$ cat src/rtl/bp_me_mem_cmd_arbiter.sv
// bp_me_mem_cmd_arbiter: round-robin share of one bp_mem port, with in-order tag FIFO steering responses back
module bp_me_mem_cmd_arbiter #(
  parameter int msg_width_p       = 8,
  parameter int num_req_p         = 2,
  parameter int max_outstanding_p = 4
) (
  input  logic                           clk_i,
  input  logic                           reset_i,
  input  logic [num_req_p*msg_width_p-1:0] cmd_i,
  input  logic [num_req_p-1:0]           cmd_v_i,
  output logic [num_req_p-1:0]           cmd_yumi_o,
  output logic [msg_width_p-1:0]         resp_o,
  output logic [num_req_p-1:0]           resp_v_o,
  input  logic [num_req_p-1:0]           resp_yumi_i,
  output logic [msg_width_p-1:0]         mem_cmd_o,
  output logic                           mem_cmd_v_o,
  input  logic                           mem_cmd_yumi_i,
  input  logic [msg_width_p-1:0]         mem_resp_i,
  input  logic                           mem_resp_v_i,
  output logic                           mem_resp_ready_o
);
  localparam int lg_req_lp = (num_req_p > 1) ? $clog2(num_req_p) : 1;
  localparam int lg_out_lp = $clog2(max_outstanding_p);
  logic [lg_req_lp-1:0] rr_ptr_r, lock_id_r, rbuf_id_r, grant, search, idx;
  logic                 lock_v_r, rbuf_v_r, tag_full, tag_empty, push, pop, take;
  logic [msg_width_p-1:0] rbuf_data_r;
  logic [lg_req_lp-1:0] tag_mem [max_outstanding_p];
  logic [lg_out_lp-1:0] wptr_r, rptr_r;
  logic [lg_out_lp:0]   cnt_r;
  // descending scan so the closest valid source above rr_ptr wins
  always_comb begin
    search = rr_ptr_r;
    idx = '0;
    for (int k = num_req_p - 1; k >= 0; k--) begin
      idx = lg_req_lp'((int'(rr_ptr_r) + k) % num_req_p);
      if (cmd_v_i[idx]) search = idx;
    end
  end
  always_comb begin
    mem_cmd_o = '0;
    for (int i = 0; i < num_req_p; i++)
      if (grant == lg_req_lp'(i)) mem_cmd_o = cmd_i[i*msg_width_p +: msg_width_p];
  end
  assign grant            = lock_v_r ? lock_id_r : search;
  assign tag_full         = cnt_r == (lg_out_lp+1)'(max_outstanding_p);
  assign tag_empty        = cnt_r == '0;
  assign mem_cmd_v_o      = cmd_v_i[grant] & ~tag_full;
  assign push             = mem_cmd_yumi_i;
  assign mem_resp_ready_o = ~rbuf_v_r | resp_yumi_i[rbuf_id_r];
  assign take             = mem_resp_v_i & mem_resp_ready_o;
  assign pop              = take & ~tag_empty;
  assign resp_o           = rbuf_data_r;
  for (genvar j = 0; j < num_req_p; j++) begin : g_src
    assign cmd_yumi_o[j] = mem_cmd_yumi_i & (grant == lg_req_lp'(j));
    assign resp_v_o[j]   = rbuf_v_r & (rbuf_id_r == lg_req_lp'(j));
  end
  always_ff @(posedge clk_i) begin
    if (reset_i) begin
      rr_ptr_r    <= '0;
      lock_v_r    <= 1'b0;
      lock_id_r   <= '0;
      wptr_r      <= '0;
      rptr_r      <= '0;
      cnt_r       <= '0;
      rbuf_v_r    <= 1'b0;
      rbuf_id_r   <= '0;
      rbuf_data_r <= '0;
    end else begin
      if (push) begin
        rr_ptr_r <= (grant == lg_req_lp'(num_req_p - 1)) ? '0 : grant + 1'b1;
        lock_v_r <= 1'b0;
        wptr_r   <= wptr_r + 1'b1;
      end else if (mem_cmd_v_o) begin
        lock_v_r  <= 1'b1;
        lock_id_r <= grant;
      end
      if (pop) rptr_r <= rptr_r + 1'b1;
      if (pop) rbuf_id_r <= tag_mem[rptr_r];
      if (take) rbuf_data_r <= mem_resp_i;
      cnt_r    <= cnt_r + (lg_out_lp+1)'(push) - (lg_out_lp+1)'(pop);
      // a response taken with no tag outstanding is dropped, leaving the buffer empty
      rbuf_v_r <= pop | (rbuf_v_r & ~(take | resp_yumi_i[rbuf_id_r]));
    end
  end
  always_ff @(posedge clk_i)
    if (push) tag_mem[wptr_r] <= grant;
`ifndef SYNTHESIS
  always_ff @(posedge clk_i)
    if (!reset_i && take) assert (!tag_empty) else $error("response with no outstanding command");
`endif
endmodule

$ cat config.mk
export PLATFORM = sky130hd
export DESIGN_NAME = bp_me_mem_cmd_arbiter
export DESIGN_NICKNAME = d
export VERILOG_FILES = /design/src/rtl/bp_me_mem_cmd_arbiter.sv
export SDC_FILE = /design/constraint.sdc
export NUM_CORES = 1
export LEC_CHECK = 0
export ABC_AREA = 1
export BUFFER_PORTS_ARGS = -buffer_cell sky130_fd_sc_hd__clkbuf_2
export CORE_MARGIN = 2
export CORE_UTILIZATION = 46
export DETAILED_ROUTE_END_ITERATION = 12
export PLACE_DENSITY_LB_ADDON = 0.15
export SKIP_CTS_REPAIR_TIMING = 1
export SLEW_MARGIN = 5
export SYNTH_ARGS = -nofsm -noshare
export SYNTH_HDL_FRONTEND = slang
export SYNTH_SLANG_ARGS = --single-unit
$ cat constraint.sdc
create_clock -name clk_i -period 3 [get_ports clk_i]
set_clock_uncertainty 0.2 [all_clocks]
set_input_delay 0.3 -clock clk_i [delete_from_list [all_inputs] [get_ports clk_i]]
set_output_delay 0.3 -clock clk_i [all_outputs]
set_load 0.005 [all_outputs]
# [Yosys cells after proc, flatten, opt, wreduce, memory -nomap -nowiden]
# Memory sizes are Yosys's and may differ from the RTL's. A register that Yosys moved wholly into a read port is not among the register bits.
# Cells that the tools add are included.
# Widths: inputs -> output; s select.
[word_totals] register_bits=19 mem_bits_rw=4 input_bits=32 output_inout_bits=22 wordCells=56 n_memories=1
[mem_list] name="tag_mem" words=4 width=1 read_ports=1 rd_clocked_by_memory_dff=1 write_ports=1 line_no="27" rtl="logic [lg_req_lp-1:0] tag_mem [max_outstanding_p];"
[classes] n_addsub=6 n_lt_le_gt_ge=4 eq_ne=1 n_mux=15 bitwise_logic=18 n_reduce_logical=3
[ops] cell="$mux 1" n=14
[ops] cell="$and 1x1->1" n=8
[ops] cell="$lt 1x2->1 const B" n=4
[ops] cell="$mux 8" n=1
[ops] cell="$not 1->1" n=7
[ops] cell="$add 2x1->2 const B" n=2
[ops] cell="$add 3x1->3" n=1
[ops] cell="$eq 3x3->1 const B" n=1
[ops] cell="$logic_not 3->1" n=1
[ops] cell="$or 1x1->1" n=3
[ops] cell="$sub 3x1->3" n=1
[ops] cell="$add 1x1->1 const B" n=2
[ops] cell="$reduce_and 2->1" n=1
[ops] cell="$reduce_or 2->1" n=1

# [Longest topological paths before layout]
# Gate-level depths: netlist of run 1.
[depth] word_depth=10 ltp_mapped=15 depth_no_buf=15

# [Least setup slack after synthesis of run 1]
# OpenSTA, ideal clock, no wires.
[synth_path] kind="register to register" start="reg rbuf_id_r, read port of tag_mem" end="reg cnt_r[2]" setup_time_ns=0.122 arrival_time_ns=2.028 required_ns=2.678 path_slack_ns=0.650 stages_incl_launch_ff=16 n_path_buf=0 period_less_slack_ns=2.350 path_cell_list="dfxtp_1 -> inv_1 -> nand2_1 -> nand3_2 -> nand2_4 -> inv_8 -> nand2_8 -> inv_4 -> ha_1 -> inv_1 -> ha_1 -> inv_1 -> fa_1 -> xor2_1 -> o21ai_0 -> a21oi_1"
[synth_via] elab_chain_cells=6
[synth_rtl] item="start: declaration" line_no="24" rtl="logic [lg_req_lp-1:0] rr_ptr_r, lock_id_r, rbuf_id_r, grant, search, idx;"
[synth_rtl] item="$mux 1 (implied by the code) (2 in a row)" line_no="49" rtl="assign mem_resp_ready_o = ~rbuf_v_r | resp_yumi_i[rbuf_id_r];"
[synth_rtl] item="$or 1x1->1" line_no="49"
[synth_rtl] item="net mem_resp_ready_o" line_no="20" rtl="output logic mem_resp_ready_o"
[synth_rtl] item="$and 1x1->1" line_no="50" rtl="assign take = mem_resp_v_i & mem_resp_ready_o;"
[synth_rtl] item="$and 1x1->1" line_no="51" rtl="assign pop = take & ~tag_empty;"
[synth_rtl] item="net pop" line_no="25" rtl="logic lock_v_r, rbuf_v_r, tag_full, tag_empty, push, pop, take;"
[synth_rtl] item="$sub 3x1->3" line_no="80" rtl="cnt_r <= cnt_r + (lg_out_lp+1)'(push) - (lg_out_lp+1)'(pop);"
[synth_rtl] item="end signal: assignment" line_no="80"
[synth_rtl] item="end: declaration" line_no="29" rtl="logic [lg_out_lp:0] cnt_r;"
# The timed path passes the listed nets, and every way through them passes these cells. The select of a mux whose other input is x is not followed.
# A chain may end at the register's enable or synchronous reset.

# [Final worst setup path of run 1]
[layout_path] start="reg rbuf_id_r, read port of tag_mem" end="reg cnt_r[2]"
[layout_via] elab_chain_cells=6
[layout_rtl] item="$mux 1 (implied by the code) (2 in a row)" line_no="49"
[layout_rtl] item="$or 1x1->1" line_no="49"
[layout_rtl] item="$and 1x1->1" line_no="50"
[layout_rtl] item="$and 1x1->1" line_no="51"
[layout_rtl] item="net pop" line_no="25"
[layout_rtl] item="$sub 3x1->3" line_no="80"
# The timed path passes the listed nets, and every way through them passes these cells. The select of a mux whose other input is x is not followed.

==> results of run 1 <==
[sequential cells by signal (all words and copies together), names as in the netlist, 2 cells and up]
register,count
wptr_r,2
cnt_r,3
resp_o,8
rptr_r,2
tag_mem,4
[area by class of cell]
type | instances | area share
clock buffer | 4 | 0.01687
inverter | 25 | 0.06667
multi-input combinational | 116 | 0.3815
sequential | 24 | 0.3341
tap | 30 | 0.02410
timing repair buffer | 54 | 0.1767
[cell families (layout without fill, tap and decap cells)]
family                     after synthesis  after routing  synth area share
buffers and inverters                   27             83           0.09174
xor gates and xnor gates                 1              1          0.007137
adders and majority gates                7              7           0.07747
and+or+nand+nor                         86             86            0.3048
DFF                                     24             24            0.4241
AOI/OAI and AO/OA                       22             22           0.09480
[worst max path at each step]
stage               startpoint  endpoint  slack, ps  depth (start not counted)
floorplan            rbuf_id_r  cnt_r[2]        650                         15
global placement     rbuf_id_r  cnt_r[2]        590                         15
detailed placement   rbuf_id_r  cnt_r[2]        480                         15
CTS                  rbuf_id_r  cnt_r[2]        440                         15
global route         rbuf_id_r  cnt_r[2]        310                         15
finish               rbuf_id_r  cnt_r[2]        460                         15
[cell usage in the layout, fill, tap and decap left out]
cell,synthesis,final
a21oi_1,5,5
and3_1,1,1
clkbuf_1,1,1
clkbuf_2,0,53
clkbuf_4,0,3
clkinv_1,1,1
dfxtp_1,20,20
dlygate4sd3_1,0,1
edfxtp_1,4,4
fa_1,1,1
ha_1,6,6
inv_1,20,20
inv_2,2,2
inv_4,1,1
inv_8,1,1
nand2_1,43,43
nand2_4,1,1
nand2_8,1,1
nand3_1,3,3
nand3_2,2,2
nand3b_1,1,1
nand4_1,2,2
nor2_1,32,32
o21ai_0,14,14
o21ai_1,1,1
o21bai_1,1,1
o32ai_1,1,1
xor2_1,1,1
[metrics by stage]
step | cell area, um^2 | hold slack [ps] | worst slack [ps] | utilization | total power [uW]
floorplan | 1227 | 166.7 | 649.6 | - | 670.1
global placement | 1521 | 265.5 | 591.9 | 0.6086 | 765.9
detailed placement | 1521 | 275.4 | 479.7 | 0.6086 | 783.2
CTS | 1548 | 6.248 | 441.0 | 0.6191 | 920.7
global route | 1558 | 52.01 | 311.2 | 0.6231 | 985.2
finish | 1558 | 45.37 | 457.7 | 0.6231 | 913.8
[power by group through the flow]
stage / clock network, uW / registers [uW] / logic [uW]
floorplan: 0 / 424 / 246
global placement: 0 / 428 / 338
detailed placement: 0 / 430 / 353
CTS: 143 / 423 / 354
global route: 153 / 431 / 401
finish: 139 / 423 / 352
[metal layers]
layer,vias up,GRT usage
li1,634,-
met1,503,0.1979
met2,39,0.2840
met3,2,0.03023
met4,0,0.04530
met5,-,0
[worst max-delay path: cells and delay by family, from the launching register on]
family	cells	cell delay, ps
compound gates	2	240
xor+xnor	1	180
fa+ha+maj	3	790
buf+inv	5	270
flops	1	420
simple gates	4	380
==> impl_metrics.toml, run 1 <==
[flow_run]
max_cap_viol_count = 0

[worst_setup_path]
cp-end-kind = "flop"
cp_slowest_cell = "dfxtp_1"
reg2reg_depth = 15
crit_type = "flop to flop"
reg2reg_slack_ps = 460
reg2reg_to = "cnt_r[2]"
path_cells = "inv_1 -> nand2_1 -> nand3_2 -> nand2_4 -> inv_8 -> nand2_8 -> inv_4 -> ha_1 -> inv_1 -> ha_1 -> inv_1 -> fa_1 -> xor2_1 -> o21ai_0 -> a21oi_1"
startpoint_type = "flop"
crit_fanout = 9
cpMostUsedCell = "inv_1"
required_ps = 3040
worstReg2RegStart = "rbuf_id_r"
max_stage_delay_ps = 420
arrival_ps = 2580

[clock_network]
clkLatencyLatePin_ps = 300
clockRootBuffer = "clkbuf_4"
cts_sinks = 24
clock_path_buffers = 2
path_clk_slew_ps = 120
htree_levels = 1
numCtsBuffers = 3
cts_tree = "done"

[yosys]
synth_fp_nets = 206
synthCells = 167
synth_top_area_frac = 0.3262
synth_edf_count = 4
synth_seq_area_share = 0.4241
synth_top_cell_by_area = "dfxtp_1"
synth.most_common_cell = "nand2_1"
synth_seq_cells = 24
avgSynthCellArea_um2 = 7.350
synth_flop_cell = "dfxtp_1"
yosysWarningCount = 0
syn_area_um2 = 1227
async_flop_share = 0
yosysUniqueCellTypes = 26
synth_common_cells = "nand2_1, nor2_1, dfxtp_1, inv_1, o21ai_0"
ys_top_cells_by_area = "dfxtp_1, nand2_1, edfxtp_1"

[pwr]
p_int_uw = 582.2
p_leak_uw = 0.0008645
swShare = 0.3629
p_comb_frac = 0.385
ir_worst_vdd_uv = 398.7
p_clk_frac = 0.153
p_per_area_nw_per_um2 = 586.6
seqPwrFrac = 0.462
p_sw_uw = 331.6

[floorplanning]
die_area_um2 = 3097
pin_count = 54
die_w_um = 55.66
initial_utilization = 0.4910
rows = 18
core-area_um2 = 2500
fp.dieH_um = 55.66

[min_path]
min_path_type = "input port to flop"
min_path_cells = 3
min_from = "mem_resp_i[1]"
whs_endpoint = "resp_o[1]"

[final_layout]
multi_input_area_um2 = 594.3
nNetsFinal = 263
n_antenna_cell = 0
nFillCells = 232
regArea_um2 = 520.5
areaGrowthSynthToFinish_pct = 26.91
drive_gt1_frac = 0.2870
fin_cells = 253

[run_status]
status = "complete, no violations"

[detailed_routing]
route.met3.wl_um = 145
top_layer = "met4"
wl_um = 2506
met1Wirelength_um = 1188
num_vias = 1178
drtAntennaViolNets = 0
wl_per_cell_um = 9.905
route.met2.wl_um = 1158
drtPass1Iterations = 4
routed_via_density = 4.656
route.detailed.drc = 0
drt-initial-drc-count = 13

[timing]
maxSlewHeadroom = 0.6527
post-route-period-util = 0.8474
worst_pin_slew_ps = 519.7
setup_tns_ps = 0
setup_viol = 0
hold_viol = 0
layout_min_cycle_time_ps = 2542
rsz0062_at_grt = "false"
slew_viol_final = 0
fmax_mhz = 393.3

[global_routing]
grt_pass1_vias = 1012
grt_pass1_wl_um = 4084
grt_usage = 0.1605
antenna_found_initial = 0
grt_remaining_overflow = 0
grt_max_degree = 18

[placement]
gp_congestion = 0.8100
port_buffers = 53
dpl.hpwl_um = 1998
dp.cells = 248
No activity file was read; power rests on OpenSTA's default activity.
==> run 2: changes to the inputs <==
--- a/config.mk
+++ b/config.mk
@@ -5,10 +5,10 @@
 export SDC_FILE = /design/constraint.sdc
 export NUM_CORES = 1
 export LEC_CHECK = 0
-export ABC_AREA = 1
+export ABC_AREA = 0
 export BUFFER_PORTS_ARGS = -buffer_cell sky130_fd_sc_hd__clkbuf_2
 export CORE_MARGIN = 2
-export CORE_UTILIZATION = 46
+export CORE_UTILIZATION = 47
 export DETAILED_ROUTE_END_ITERATION = 12
 export PLACE_DENSITY_LB_ADDON = 0.15
 export SKIP_CTS_REPAIR_TIMING = 1
==> constraint.sdc (replaced) <==
create_clock -name clk_i -period 2.56 [get_ports clk_i]
set_clock_uncertainty 0.2 [all_clocks]
set_input_delay 0.256 -clock clk_i [delete_from_list [all_inputs] [get_ports clk_i]]
set_output_delay 0.256 -clock clk_i [all_outputs]
set_load 0.005 [all_outputs]
==> run 2 against run 1 <==
Against the previous run: the flow now finishes with violations (negative hold slack); via count is 14% lower; final area rose by 7.7%; largest cell class unchanged; worst hold slack lost 80 ps; synthesized cell count decreased by 29%; sequential power rose by 22%; flip-flop and latch count did not move; maximum frequency up 3.6%; utilization grew 4.2 points; sequential share of layout area decreased by 2.1 points.
==> impl_metrics.toml, run 2 <==
[worst_setup_path]
required_ps = 2570
crit_fanout = 4
reg2reg_to = "cnt_r[2]"
reg2reg_slack_ps = 110
cp-end-kind = "flop"
arrival_ps = 2460
worstReg2RegStart = "rbuf_id_r"
reg2reg_depth = 10
crit_type = "flop to flop"
startpoint_type = "flop"

[clock_network]
path_clk_slew_ps = 130
cts_tree = "done"
clockRootBuffer = "clkbuf_4"
clkLatencyLatePin_ps = 320
numCtsBuffers = 3
htree_levels = 1
cts_sinks = 24
clock_path_buffers = 2

[min_path]
min_from = "mem_resp_i[2]"
min_path_cells = 3
min_path_type = "input port to flop"
whs_endpoint = "resp_o[2]"

[floorplanning]
die_w_um = 55.88
core-area_um2 = 2522
fp.dieH_um = 55.88
initial_utilization = 0.5015
die_area_um2 = 3123
pin_count = 54
rows = 18

[global_routing]
grt_max_degree = 22
antenna_found_initial = 0
grt_pass1_wl_um = 3974
grt_remaining_overflow = 0
grt_usage = 0.1593
grt_pass1_vias = 928

[yosys]
avgSynthCellArea_um2 = 10.72
syn_area_um2 = 1265
synth_seq_area_share = 0.4115
synth_top_area_frac = 0.3165
ys_top_cells_by_area = "dfxtp_1, edfxtp_1, mux2_4"
yosysWarningCount = 0
async_flop_share = 0
synthCells = 118
synth_seq_cells = 24
synth_edf_count = 4
synth_fp_nets = 157
yosysUniqueCellTypes = 31
synth_common_cells = "dfxtp_1, nor2_1, mux2i_1, inv_1, mux2_4"
synth_top_cell_by_area = "dfxtp_1"
synth_flop_cell = "dfxtp_1"
synth.most_common_cell = "dfxtp_1"

[final_layout]
largest_register_ffs = 8
nFillCells = 223
nNetsFinal = 218
n_antenna_cell = 0
multi_input_area_um2 = 713.2
regArea_um2 = 525.5
layout_common_cells = "clkbuf_2, nor2_1, dfxtp_1"
areaGrowthSynthToFinish_pct = 32.64
drive_gt1_frac = 0.4663
layout_commonest_cell = "clkbuf_2"

[timing]
setup_viol = 0
worst_pin_slew_ps = 654.1
slew_viol_final = 0
maxSlewHeadroom = 0.5639
post-route-period-util = 0.9585
hold_viol = 3
whs_ps = -34.72
worst_slack_ps = 106.2
fmax_mhz = 407.5
layout_min_cycle_time_ps = 2454

[detailed_routing]
drtPass1Iterations = 4
routed_via_density = 4.875
wl_um = 2502
wl_per_cell_um = 12.03
drtAntennaViolNets = 0
route.detailed.drc = 0
num_vias = 1014
drt-initial-drc-count = 25

[pwr]
ir_worst_vdd_uv = 481.7
seqPwrFrac = 0.447
p_per_area_nw_per_um2 = 686.7
swShare = 0.3243
p_sw_uw = 373.6
p_clk_frac = 0.170
p_int_uw = 778.5
p_total_uw = 1152
p_comb_frac = 0.383
p_leak_uw = 0.0008037

[placement]
gp_congestion = 0.6613
dpl.hpwl_um = 1817
pre_cts_ws_ps = -15.23
port_buffers = 53

[flow_run]
max_cap_viol_count = 0

[run_status]
status = "finished with violations"
violations = "negative hold slack"
==> run 2: cell count changes after synthesis, sizes merged, moves of 4 or more <==
| cell | delta |
|---|---|
| and2 | +6 |
| nor2 | -14 |
| mux2i | +11 |
| nand2 | -42 |
| xnor2 | +4 |
| nand3 | -5 |
| inv | -16 |
| o21ai | -13 |
| mux2 | +8 |
==> run 2: cells by family (layout without fill, tap and decap cells) <==
kind of cell             count (synthesis)  in the layout  synth area share
buffers and inverters                   13             73           0.05044
flip-flops                              24             24            0.4115
AO/OA/AOI/OAI                           14             14           0.09100
XOR/XNOR                                 5              5           0.03462
multiplexers                            20             20            0.2028
adder cells (fa/ha/maj)                  7              7           0.07517
AND/OR/NAND/NOR                         35             35            0.1345
==> run 2: critical path: stages (launching register included) <==
cell and delay (ps):
dfxtp_4 400, mux2i_4 270, a21oi_2 120, ha_1 320, inv_1 70, ha_1 150
inv_1 60, fa_2 350, xor2_2 160, xnor2_1 200, nor2_1 60
==> run 2: metrics by stage <==
step / setup TNS (ps) / utilization / instances / hold WS, ps / area (um^2)
final: 0 / 0.6652 / 208 / -34.72 / 1678
after global routing: -16.16 / 0.6652 / 208 / 3.726 / 1678
after CTS: -71.81 / 0.6285 / 202 / -40.14 / 1585
after detailed placement: -15.23 / 0.6141 / 198 / 272.7 / 1549
after global placement: 0 / 0.6141 / 198 / 261.2 / 1549
after floorplan: 0 / - / 118 / 201.9 / 1265
==> run 2: routing by layer <==
metal / global-route usage / up-vias / share of wire
li1: - / 524 / -
met2: 0.2653 / 24 / 0.51
met3: 0.05116 / 2 / 0.044
met4: 0.05782 / 0 / 0.010
met1: 0.1925 / 464 / 0.43
met5: 0 / - / 0
==> run 2: cell type report <==
class / instances / share of cell area
Clock buffer: 4 / 0.02163
Inverter: 8 / 0.01790
Multi-Input combinational cell: 81 / 0.4251
Sequential cell: 24 / 0.3132
Tap cell: 30 / 0.02237
Timing Repair Buffer: 61 / 0.1999
==> run 2: worst max path at each step <==
stage,start,to,slack (ps),cells past startpoint
3_5_place_dp,rbuf_id_r,cnt_r[2],-20,10
5_1_grt,rbuf_id_r,cnt_r[2],-20,10
6_report,rbuf_id_r,cnt_r[2],110,10
4_1_cts,rbuf_id_r,cnt_r[2],-70,10
2_1_floorplan,cnt_r[1],cnt_r[2],170,10
3_3_place_gp,rbuf_id_r,cnt_r[2],140,10
==> run 2: power by group through the flow <==
stage	clock network, uW	registers [uW]	logic (uW)
global route	217	525	491
global placement	0	503	373
finish	196	515	441
detailed placement	0	507	391
CTS	202	498	402
floorplan	0	497	278
==> run 3: changes to the inputs <==
--- a/config.mk
+++ b/config.mk
@@ -8,7 +8,7 @@
 export ABC_AREA = 0
 export BUFFER_PORTS_ARGS = -buffer_cell sky130_fd_sc_hd__clkbuf_2
 export CORE_MARGIN = 2
-export CORE_UTILIZATION = 47
+export CORE_UTILIZATION = 42
 export DETAILED_ROUTE_END_ITERATION = 12
 export PLACE_DENSITY_LB_ADDON = 0.15
 export SKIP_CTS_REPAIR_TIMING = 1
==> constraint.sdc (replaced) <==
create_clock -name clk_i -period 2 [get_ports clk_i]
set_clock_uncertainty 0.2 [all_clocks]
set_input_delay 0.2 -clock clk_i [delete_from_list [all_inputs] [get_ports clk_i]]
set_output_delay 0.2 -clock clk_i [all_outputs]
set_load 0.005 [all_outputs]
==> run 3 against run 2 <==
Against the previous run: the flow finishes with violations (design-rule violations, negative setup slack); count of clock-buffer cells in the layout down 1; sequential power grew 24%; clock power is 79% higher; setup slack worse by 350 ps; worst hold slack improved by 69 ps; wire length grew 6.9%; flip-flop and latch count is the same; first-iteration DRC count is 8.0% higher; total power grew 43%; critical path type unchanged; largest cell class unchanged; largest power group is now combinational cells; highest routed layer unchanged.
==> impl_metrics.toml, run 3 (synthesis results as in run 2) <==
[run_status]
status = "finished with violations"
violations = "design-rule violations, negative setup slack"

[timing]
post-route-period-util = 1.120
rsz0062_at_grt = "true"
slew_viol_final = 0
hold_viol = 0
fmax_mhz = 446.6
layout_min_cycle_time_ps = 2239
worst_pin_slew_ps = 433.6
worst_slack_ps = -239.2
maxSlewHeadroom = 0.7110
setup_viol = 10
setup_tns_ps = -933.7

[final_layout]
largest_register_ffs = 8
n_antenna_cell = 0
nNetsFinal = 231
layout_commonest_cell = "clkbuf_2"
nFillCells = 238
drive_gt1_frac = 0.5079
fin_cells = 222
fin_area_um2 = 1847
final_util = 0.6583
layout_common_cells = "clkbuf_2, nor2_1, dfxtp_1"
areaGrowthSynthToFinish_pct = 45.99

[worst_setup_path]
reg2reg_slack_ps = -240
reg2reg_depth = 10
cp-end-kind = "flop"
reg2reg_to = "cnt_r[2]"
crit_end = "cnt_r[2]"
crit_fanout = 2
arrival_ps = 2250
crit_type = "flop to flop"
startpoint_type = "flop"
worstReg2RegStart = "rbuf_id_r"
startpoint = "rbuf_id_r"
required_ps = 2010

[clock_network]
htree_levels = 1
clkLatencyLatePin_ps = 320
path_clk_slew_ps = 130
clock_path_buffers = 2
cts_sinks = 24
clockRootBuffer = "clkbuf_4"
numCtsBuffers = 3
cts_tree = "done"

[detailed_routing]
drtAntennaViolNets = 0
drt-initial-drc-count = 27
route.detailed.drc = 1
num_vias = 1083
drtPass1Iterations = 8
routed_via_density = 4.878
wl_um = 2674
wl_per_cell_um = 12.05

[floorplanning]
initial_utilization = 0.4509
die_area_um2 = 3467
fp.dieH_um = 58.88
pin_count = 54
die_w_um = 58.88
core-area_um2 = 2805
rows = 19

[pwr]
p_leak_uw = 0.0008868
p_per_area_nw_per_um2 = 891.6
ir_worst_vdd_uv = 500.4

[global_routing]
grt_pass1_vias = 1053
grt_usage = 0.1616
grt_remaining_overflow = 0
grt_pass1_wl_um = 4278
antenna_found_initial = 0
grt_max_degree = 22

[min_path]
min_path_type = "input port to flop"

[placement]
pre_cts_ws_ps = -227.8
dpl.hpwl_um = 2069
port_buffers = 53
dp.cells = 207
place_area_um2 = 1637
gp_congestion = 0.7712

[flow_run]
max_cap_viol_count = 0
## run 3: report_power, final
group	total [uW]	internal (uW)	switching, uW
clock	351	203	148
combinational	658	380	278
sequential	638	571	66.9
## run 3: layer usage
layer	vias to the layer above	track usage	part of all wire
li1	545	-	-
met4	0	0.02922	0.010
met1	504	0.1745	0.40
met3	4	0.04176	0.053
met5	-	0	0
met2	30	0.3143	0.54
## run 3: layout make-up
class / instances / area, um^2 / share of cell area
multi-input combinational: 81 / 748.2 / 0.4051
sequential: 24 / 526.8 / 0.2852
tap: 31 / 38.79 / 0.02100
clock buffer: 3 / 22.52 / 0.01220
inverter: 8 / 30.03 / 0.01626
timing repair buffer: 74 / 450.4 / 0.2439
clock inverter: 1 / 30.03 / 0.01626
## run 3: worst min-delay path by stage
stage,from,endpoint,slack [ps],cells past startpoint
final,mem_resp_v_i,rbuf_v_r,30,4
after detailed placement,mem_resp_i[2],resp_o[2],250,3
after floorplan,mem_cmd_yumi_i,lock_id_r,150,1
after global placement,mem_resp_i[7],resp_o[7],240,3
after global routing,mem_resp_v_i,rbuf_v_r,40,4
after CTS,mem_resp_i[2],resp_o[2],-90,3
## run 3: through the flow
stage	total power [uW]	hold WS [ps]
after floorplan	1023	145.9
after global placement	1218	235.0
after detailed placement	1250	246.1
after CTS	1598	-88.37
after global routing	1761	37.66
final	1647	34.24
## run 3: worst max-delay path: stages, from the launching register on
cell     delay, ps
dfxtp_4        390
mux2i_4        240
a21oi_2         80
ha_1           270
inv_1           50
ha_1           150
inv_2           40
fa_2           350
xor2_2         150
xnor2_1        150
nor2_1          60
